===== config.mk =====
export PLATFORM = sky130hd
export DESIGN_NAME = fifo_uart_tx
export DESIGN_NICKNAME = d
export VERILOG_FILES = /design/src/rtl/uart_tx_pkg.sv /design/src/rtl/uart_bit_timer.sv /design/src/rtl/fifo_uart_tx.sv
export SDC_FILE = /design/constraint.sdc
export NUM_CORES = 1
export LEC_CHECK = 0
export BUFFER_PORTS_ARGS = -buffer_cell sky130_fd_sc_hd__buf_4
export CORE_UTILIZATION = 35
export CTS_CLUSTER_DIAMETER = 120
export DETAILED_ROUTE_END_ITERATION = 7
export PLACE_DENSITY = 0.65
export SYNTH_ARGS = -nofsm -noshare
export SYNTH_HDL_FRONTEND = slang
export SYNTH_SLANG_ARGS = --single-unit

===== constraint.sdc =====
create_clock -name clk -period 5 [get_ports clk]
set_input_delay 1.5 -clock clk [delete_from_list [all_inputs] [get_ports clk]]
set_output_delay 1.5 -clock clk [all_outputs]
set_load 0.1 [all_outputs]

===== src/rtl/uart_tx_pkg.sv =====
// rtl/uart_tx_pkg.sv - shared types for the FIFO-draining UART transmitter
package uart_tx_pkg;

  typedef enum logic [2:0] {
    TX_IDLE,
    TX_START,
    TX_DATA,
    TX_PARITY,
    TX_STOP
  } tx_state_e;

  localparam int FRAMES_CNT_W = 16;

endpackage


===== src/rtl/uart_bit_timer.sv =====
// rtl/uart_bit_timer.sv - bit-period timer; tick marks the last clk of each serial bit
module uart_bit_timer #(
  parameter int CLKS_PER_BIT = 16
) (
  input  logic clk,
  input  logic rst,
  input  logic clear,
  output logic tick
);

  localparam int CW = (CLKS_PER_BIT > 1) ? $clog2(CLKS_PER_BIT) : 1;
  localparam logic [CW-1:0] LAST = CW'(CLKS_PER_BIT - 1);

  logic [CW-1:0] clk_cnt_q;
  logic [CW-1:0] clk_cnt_d;

  always_comb begin
    clk_cnt_d = clk_cnt_q + 1'b1;
    if (clear || (clk_cnt_q == LAST)) begin
      clk_cnt_d = '0;
    end
  end

  always_ff @(posedge clk) begin
    if (rst) begin
      clk_cnt_q <= '0;
    end else begin
      clk_cnt_q <= clk_cnt_d;
    end
  end

  assign tick = ~clear & (clk_cnt_q == LAST);

endmodule


===== src/rtl/fifo_uart_tx.sv =====
// rtl/fifo_uart_tx.sv - pops words from a show-ahead FIFO and serialises them as UART frames
module fifo_uart_tx
  import uart_tx_pkg::*;
#(
  parameter int DATA_WIDTH   = 8,
  parameter int CLKS_PER_BIT = 16,
  parameter int STOP_BITS    = 1,
  parameter int PARITY_EN    = 0,
  parameter int PARITY_ODD   = 0
) (
  input  logic                    clk,
  input  logic                    rst,
  input  logic                    tx_en,
  input  logic                    fifo_empty,
  input  logic [DATA_WIDTH-1:0]   fifo_r_data,
  output logic                    fifo_r_en,
  output logic                    tx,
  output logic                    busy,
  output logic                    frame_done,
  output logic [FRAMES_CNT_W-1:0] frames_sent
);

  localparam int BW = $clog2(DATA_WIDTH + 1);
  localparam int SW = $clog2(2 * CLKS_PER_BIT + 1);
  localparam logic [BW-1:0] LAST_BIT  = BW'(DATA_WIDTH - 1);
  localparam logic [SW-1:0] STOP_LAST = SW'(STOP_BITS * CLKS_PER_BIT - 1);

  tx_state_e               state_q;
  logic [DATA_WIDTH-1:0]   shift_q;
  logic [BW-1:0]           bit_cnt_q;
  logic [SW-1:0]           stop_cnt_q;
  logic                    parity_q;
  logic                    tx_q;
  logic                    busy_q;
  logic                    done_q;
  logic [FRAMES_CNT_W-1:0] frames_q;
  logic                    pop;
  logic                    timer_clear;
  logic                    bit_tick;

  // The word is taken from the combinational read port on the same edge as the strobe.
  assign pop         = (state_q == TX_IDLE) & tx_en & ~fifo_empty & ~rst;
  assign timer_clear = (state_q == TX_IDLE);

  uart_bit_timer #(
    .CLKS_PER_BIT(CLKS_PER_BIT)
  ) u_bit_timer (
    .clk  (clk),
    .rst  (rst),
    .clear(timer_clear),
    .tick (bit_tick)
  );

  always_ff @(posedge clk) begin
    if (rst) begin
      state_q    <= TX_IDLE;
      shift_q    <= '0;
      bit_cnt_q  <= '0;
      stop_cnt_q <= '0;
      parity_q   <= 1'b0;
      tx_q       <= 1'b1;
      busy_q     <= 1'b0;
      done_q     <= 1'b0;
      frames_q   <= '0;
    end else begin
      done_q <= 1'b0;
      case (state_q)
        TX_IDLE: begin
          if (pop) begin
            shift_q    <= fifo_r_data;
            parity_q   <= (^fifo_r_data) ^ PARITY_ODD[0];
            tx_q       <= 1'b0;
            busy_q     <= 1'b1;
            bit_cnt_q  <= '0;
            stop_cnt_q <= '0;
            state_q    <= TX_START;
          end
        end
        TX_START: begin
          if (bit_tick) begin
            tx_q    <= shift_q[0];
            shift_q <= shift_q >> 1;
            state_q <= TX_DATA;
          end
        end
        TX_DATA: begin
          if (bit_tick) begin
            if (bit_cnt_q == LAST_BIT) begin
              if (PARITY_EN != 0) begin
                tx_q    <= parity_q;
                state_q <= TX_PARITY;
              end else begin
                tx_q    <= 1'b1;
                state_q <= TX_STOP;
              end
            end else begin
              bit_cnt_q <= bit_cnt_q + 1'b1;
              tx_q      <= shift_q[0];
              shift_q   <= shift_q >> 1;
            end
          end
        end
        TX_PARITY: begin
          if (bit_tick) begin
            tx_q    <= 1'b1;
            state_q <= TX_STOP;
          end
        end
        TX_STOP: begin
          // Stop phase is timed in raw clocks so two stop bits need no extra bit bookkeeping.
          if (stop_cnt_q == STOP_LAST) begin
            state_q  <= TX_IDLE;
            busy_q   <= 1'b0;
            done_q   <= 1'b1;
            frames_q <= frames_q + 1'b1;
          end else begin
            stop_cnt_q <= stop_cnt_q + 1'b1;
          end
        end
        default: state_q <= TX_IDLE;
      endcase
    end
  end

  assign fifo_r_en   = pop;
  assign tx          = tx_q;
  assign busy        = busy_q;
  assign frame_done  = done_q;
  assign frames_sent = frames_q;

endmodule


==> results list, run 1 <==
- At the pin with the least slew margin, the transition time is roughly 920 ps.
- Post-placement cell area: 0.00233 mm²
* Summed negative setup slack over all endpoints: 0 ps
* End-of-flow core utilization: between 40% and 50%
- Global routing used between 10% and 20% of the available tracks across all layers.
- Met3 track utilization from global routing: 3.95%
- Unrepaired setup endpoints after global routing: no
- At the end of the flow, the number of nets in the layout was 276.
- The Yosys step of the flow raised 0 warnings.
- Among the stages of the critical path, the cell type that occurs most often is buf_4.
- Number of buffers created by CTS: 5
* Leakage power of the design: between 0.0008 and 0.0009 µW
- In this run the count of I/O pins placed on the die edge is 32.
- Routed Wire Length: around 4.2 mm
- Flip-flop and latch count after synthesis: 44
* Most used DFF post-synth: dfxtp_1
- Counting I/O delays and the setup requirement, the final critical path takes ~4200 ps.
- Global routing used between 10% and 20% of the available met1 tracks.
- For this run, the slowest stage of the critical path takes 390 ps.
* Routed via count: between 1,500 and 2,000
- DRC viols: 0
- Core area: roughly 0.0056 mm²
- Of the synthesized area, sequential elements account for a little over two fifths.
- Via count of the first global-routing pass: between 1,500 and 2,000
- At the worst endpoint, the required time is 3500 ps.
- Routability cong.: around 0.73
* DP HPWL: a little under 3 mm
* Starting Density: about 37%
* Maximum fanout along the worst path: 27
- Global-route wire length before repair: 6.91 mm
- The worst register-to-register path begins at state_q[2].
- The number of cells on the worst reg-to-reg path is 4.
- In the final routed layout, each cell accounts on average for ~13 µm.
- Vias per Instance: 5.26
* Cell-internal power: between 500 and 600 µW
- Period Utilization, post-route: between 80 and 90%
* Type of the tightest min-delay check: register to register
- Counting instances, the worst hold path has a depth of 1.
* FILL cells: 564
- Unique cell type count in the Yosys netlist: 42
- Avg Cell Area, Syn: just under 9 µm²
- Peak supply drop: about 0.18 mV
- Clock insertion delay at the later pin of the skew report: 300 ps
- Counting every net in the synthesized netlist gives about 250.
- For this run the aggregate overflow at the end of global routing stands at 0.
- Clock tree from TritonCTS: built
- Die W: ~79 µm
- After clock tree synthesis, the clock-pin slew on the worst setup and hold paths is about 80 ps.
* Fraction of layout instances using a drive strength above 1: roughly 18%
- Max-cap violations in this run came to 0.
- The clock passes through at most 2 buffers.
- Worst slew margin relative to its limit: around 38%
- Worst-path cell chain: buf_4 > nor3b_1 > nand2_1 > inv_1 > buf_4
- The max-slew violation count came to 0.
* Gate power share: between 7 and 8%
* Netlist area before placement: between 0.002 and 0.0025 mm²
- Net switching is about 23% of the power.
* Setup clock skew after layout: roughly 14 ps
- Area added between synthesis and finish: 19.2%
* Clock group share of total power: around 41%
* Post CTS Setup Buffer Count: 0
- Among all stages on the critical path, the largest delay is contributed by nor3b_1.
- Number of resized instances in the post-cts repair step: 0
- Diode insertion count for antenna repair: 0
* Async set-or-reset flop fraction in the synthesized netlist: 0%
* Worst setup path class: primary input to output port
- Area leader, netlist: dfxtp_1
- Endpoint kind of the worst setup timing path: output port
* Portion of synthesized cell area occupied by the leading cell type: a little over two fifths
- P per Cell Area: approximately 290 mW/mm²
* Fraction of power consumed by sequential logic: 51.7%
- Counting flops with a built-in enable in the synthesized netlist gives 0.
* Kind of start point of the critical path: primary input
* Sink count of the clock tree: 44
* Number of setup violations in the final report: 0
- Gate count of the mapped netlist: around 230
- FF-to-FF End: frames_sent[15]
- Worst Hold Launch: u_bit_timer.clk_cnt_q[0]
- From bottom edge to top edge, the die measures roughly 80 µm.
- The initialized floorplan defines 27 standard-cell rows.
- H-tree depth reported by CTS: 2
- Buffers placed on the I/O ports in this run total 31.
* Result of the run: finished, final reports clean
- Upper clock frequency limit: about 240 MHz
* Drt initial violations: between 70 and 80
- Post-route cell area: 0.00245 mm²
* Initial DRT Pass Iterations: 4
- Ranking of synthesized cells by area: dfxtp_1 (43%), mux2i_1 (4.4%), xnor2_1 (4.3%), a21oi_1 (4.1%), nor2_1 (3.6%)
- Hold-critical path endpoint: u_bit_timer.clk_cnt_q[0]
- Number of antenna violations at the first check in global routing: 0
- Largest net degree at the start of global routing: 28
* Hold buffer count at cts: 0
* Worst Path Arrival: approximately 2700 ps
* Busiest layer in global routing: met2
- Number of nets with antenna violations after detailed routing: 0
* Reg-to-reg slack, setup: between 2000 and 2500 ps
- Switch Pwr: 161 µW
* Total die area: between 0.006 and 0.007 mm²
- The number of hold violations in the final report is 0.
* Buffer type at the clock tree root: clkbuf_8
* Global routing usage on met2: 22.2%
==> cell usage after synthesis (4+ instances only) <==
master     count
nand2_1       11
o2bb2ai_1      7
ha_1           4
nor3_1         7
clkbuf_1       8
mux2i_1        9
or3_1          9
nand3_1       11
nand4_1        5
nor2_1        20
o31ai_1        8
dfxtp_1       44
or4_1          7
xnor2_1       10
a21oi_1       17
o21ai_0       11
inv_1         10
nor4_1         5
==> how the worst max path moves through the flow <==
stage | start | endpoint | slack [ps] | cells after the start
2_1_floorplan | rst | fifo_r_en | 810 | 4
3_3_place_gp | rst | fifo_r_en | 880 | 5
3_5_place_dp | rst | fifo_r_en | 820 | 5
4_1_cts | rst | fifo_r_en | 810 | 5
5_1_grt | rst | fifo_r_en | 710 | 5
6_report | rst | fifo_r_en | 840 | 5
==> through the flow <==
step                      cells  total power (µW)  hold WS (ps)  setup slack, ps
after floorplan             233               409           417              811
after global placement      325               425           436              883
after detailed placement    325               425           441              821
after CTS                   333               713           454              812
after global routing        333               731           481              708
final                       333               702           448              835
==> worst max-delay path, delay by kind of cell <==
family | cells | cell delay, ps
buffers and inverters | 3 | 600
and+or+nand+nor | 2 | 540
==> layout make-up <==
type	count	area, µm²	share of cell area (%)
multi-input combinational	168	1090	44.4
sequential	44	881	35.9
inverter	10	37.5	1.53
timing repair buffer	31	233	9.49
clock buffer	6	82.6	3.37
clock inverter	2	38.8	1.58
tap	72	90.1	3.68
==> cells in the final DEF, fill, tap and decap left out, types with 4 or more instances in the layout <==
master / synthesis / routed
nor2_1: 20 / 20
clkbuf_8: 0 / 6
or3_1: 9 / 9
nand2_1: 11 / 11
xnor2_1: 10 / 10
nor4_1: 5 / 5
or4_1: 7 / 7
nand4_1: 5 / 5
dfxtp_1: 44 / 44
buf_4: 0 / 31
a21oi_1: 17 / 17
o31ai_1: 8 / 8
mux2i_1: 9 / 9
o2bb2ai_1: 7 / 7
nand3_1: 11 / 11
ha_1: 4 / 4
nor3_1: 7 / 7
o21ai_0: 11 / 11
inv_1: 10 / 10
==> power by group through the flow <==
stage	logic (µW)	clock network (µW)	registers (µW)
after detailed placement	53.5	0	371
after global placement	53.3	0	371
final	53.3	286	363
after floorplan	34.1	0	375
after global routing	58.3	309	364
after CTS	53.8	296	363
==> sequential cells by signal, indices dropped and copies added (netlist names) <==
name	flops
u_bit_timer.clk_cnt_q	4
tx	1
bit_cnt_q	4
frames_sent	16
shift_q	8
frame_done	1
state_q	3
busy	1
stop_cnt_q	6
==> metal layers <==
layer	vias up	wire length (µm)
met5	-	0
met4	0	54
met3	5	197
met2	37	1830
met1	794	2090
li1	916	-
==> cell families after synthesis <==
kind of cell | Yosys count | share of synthesized area, %
adder cells (fa/ha/maj) | 4 | 2.43
buffers and inverters | 21 | 4.26
AND/OR/NAND/NOR | 88 | 23.4
flip-flops | 44 | 42.8
AO/OA/AOI/OAI | 55 | 17.6
XOR/XNOR | 12 | 5.11
multiplexers | 9 | 4.38
Power figures use the tool's default switching activity.
==> inputs of run 2 (changes only) <==
--- a/config.mk
+++ b/config.mk
@@ -9,7 +9,7 @@
 export CORE_UTILIZATION = 35
 export CTS_CLUSTER_DIAMETER = 120
 export DETAILED_ROUTE_END_ITERATION = 7
-export PLACE_DENSITY = 0.65
+export PLACE_DENSITY = 0.67
 export SYNTH_ARGS = -nofsm -noshare
 export SYNTH_HDL_FRONTEND = slang
 export SYNTH_SLANG_ARGS = --single-unit
==> constraint.sdc (replaced) <==
create_clock -name clk -period 3.39 [get_ports clk]
set_input_delay 1.017 -clock clk [delete_from_list [all_inputs] [get_ports clk]]
set_output_delay 1.017 -clock clk [all_outputs]
set_load 0.1 [all_outputs]
==> run 2 against run 1 <==
  * Register-to-register slack got worse by 1500 ps
  * Critical path depth unchanged
  * Global-route usage is 0.70 points higher
  * Sequential share of layout area about the same
  * Critical path type unchanged
  * Highest routed layer unchanged
==> results list, run 2 (synthesis gave the netlist of run 1 again) <==
- Multi-input combinational cell area: 0.00109 mm² (unchanged)
* Number of nets with antenna violations after detailed routing: 0 (unchanged)
- Worst setup path class: primary input to output port
- The non-filler instance count after layout came to 335 (+0.60%).
- The worst hold path terminates at u_bit_timer.clk_cnt_q[0].
- The measured slew at the worst slew-check pin is 959 ps (+36.0 ps).
* Type of the tightest min-delay check: register to register
- The count of vias placed by the detailed router came to 1,758 (+0.34%).
- Reg-to-reg slack, setup: 1010 ps (-1460 ps)
- The worst register-to-register path begins at state_q[0].
- The maximum number of buffers from clock root to sink was 2 (unchanged).
* Area added between synthesis and finish: 19.0%
- The number of instances resized during post-cts repair came to 0 (unchanged).
* Total number of placement rows: 27 (unchanged)
* H-tree depth reported by CTS: 2 (unchanged)
- The overall overflow remaining after global route was 0 (unchanged).
* Maximum fanout along the worst path: 27 (unchanged)
- Most common cell after layout, fill and taps aside: dfxtp_1
* Fin crit period: 3000 ps
- The number of hold violations in the final report came to 0 (unchanged).
- The worst setup path is launched from a primary input.
- Derived from the worst setup path, the maximum achievable clock frequency is approximately 330 MHz.
* Drt initial violations: 94 (+27%)
- The core footprint came to 0.00557 mm² (unchanged).
* Number of antenna violations at the first check in global routing: 0 (unchanged)
* Setup clock skew after layout: 9.26 ps (-4.32 ps)
* Leakage power of the design: 0.000864 µW (+0.31%)
- The number of input and output port buffers inserted was 31 (unchanged).
* Avg WL per Cell: 12.4 µm (-0.84%)
- The DRC violation count after routing is 0 (unchanged).
* Sink count of the clock tree: 44 (unchanged)
* Routability cong.: 0.817 (+11%)
- Worst Path Arrival: 1980 ps (-680 ps)
- Worst slew margin relative to its limit: 35.5% (-2.4 points)
- Clock insertion delay at the later pin of the skew report: 300 ps (about the same)
- The number of endpoints failing setup at the final stage was 0 (unchanged).
- The combined flip-flop and latch cell area was 881 µm² (unchanged).
- P per Cell Area: 396 mW/mm² (+38%)
* Period Utilization, post-route: a little under 90%
* IO Count: 32 (unchanged)
* Post CTS Setup Buffer Count: 0 (unchanged)
- Summed negative setup slack over all endpoints: 0 ps (unchanged)
* Number of flip-flops under the largest register name: 16 (unchanged)
* Via count of the first global-routing pass: 1,626 (+2.6%)
* Vias per Instance: 5.25 (-0.26%)
- Endpoint kind of the worst setup timing path: output port
- The total routed wirelength is 4.16 mm (-0.24%).
* Commonest cells after routing, fill and taps aside: dfxtp_1 (44), buf_4 (34), nor2_1 (20)
- Peak supply drop: 0.160 mV (-10%)
* Diode insertion count for antenna repair: 0 (unchanged)
- The chip width was 78.7 µm (unchanged).
* FILL cells: 573 (+1.6%)
* Hold buffer count at cts: 0 (unchanged)
- The CTS buffer count came to 5 (unchanged).
* Global-route wire length before repair: 7.23 mm (+4.7%)
- The net count reported at finish came to 279 (+1.1%).
- Hold Path Cell Cnt: 1 (unchanged)
* Buffer type at the clock tree root: clkbuf_8
* Total die area: 0.00619 mm² (unchanged)
* Largest net degree at the start of global routing: 28 (unchanged)
- Result of the run: finished, final reports clean
* Worst Hold Launch: u_bit_timer.clk_cnt_q[0]
- FF-to-FF End: frames_sent[15]
* Unrepaired setup endpoints after global routing: no
- Number of cells in the design after placement: 328 (+0.92%)
* DP HPWL: 2.93 mm (-0.16%)
* Clock transition at the register clock pins on the worst setup and hold paths after CTS: 80 ps (about the same)
* Final Max Tran Viols: 0 (unchanged)
* Required time of the worst setup path: 2370 ps (-1130 ps)
- TritonCTS built the clock tree.
* Die height: 78.7 µm (unchanged)
- Reported max-cap violation count: 0 (unchanged)
* Cell count of the worst reg-to-reg path: 4 (unchanged)
* Initial DRT Pass Iterations: 6 (+2)
- Starting Density: 36.9% (unchanged)
* Fraction of layout instances using a drive strength above 1: 18.3% (+0.63 points)
* Overall global routing resource usage: 14.6% (+0.70 points)
[run 2: cell types whose count changed in the layout (fill, tap and decap cells not counted), sizes merged]
cell    before  now
buf         31   34
bufinv       1    0
clkbuf       6    7
clkinv       1    0
[run 2: cell type report]
type                       count  share of cell area [%]
multi-input combinational    168                    44.5
tap                           72                    3.68
clock buffer                   7                    3.93
timing repair buffer          34                    10.4
inverter                      10                    1.53
sequential                    44                    36.0
[run 2: stage by stage]
step	cell area, µm²	setup WS [ps]	util [%]	hold WS (ps)	power [µW]
finish	2450	391	43.9	450	970
global route	2450	282	43.9	471	1010
CTS	2450	373	43.9	452	979
detailed placement	2350	379	42.2	437	628
global placement	2350	398	42.2	434	628
floorplan	2060	167	-	417	604
[run 2: worst max path at each step]
| stage | from | to | depth (start not counted) |
|---|---|---|---|
| floorplan | rst | fifo_r_en | 4 |
| global placement | rst | fifo_r_en | 5 |
| detailed placement | rst | fifo_r_en | 5 |
| CTS | rst | fifo_r_en | 5 |
| global route | rst | fifo_r_en | 5 |
| finish | rst | fifo_r_en | 5 |
[run 2: metal layers]
metal | vias to the layer above | track usage, % | part of all wire (%)
met5 | - | 0 | 0
met4 | 0 | 4.44 | 1.3
met3 | 5 | 3.60 | 3.1
met2 | 22 | 23.5 | 45
met1 | 811 | 19.2 | 51
li1 | 920 | - | -
[run 2: worst max-delay path, cell delays in order]
cell	delay, ps
buf_4	200
nor3b_1	250
nand2_1	130
inv_1	90
buf_4	290
[run 2: power breakdown]
part           switching [µW]  internal [µW]
Sequential               8.59            527
Clock                     172            182
Combinational            48.9           30.9
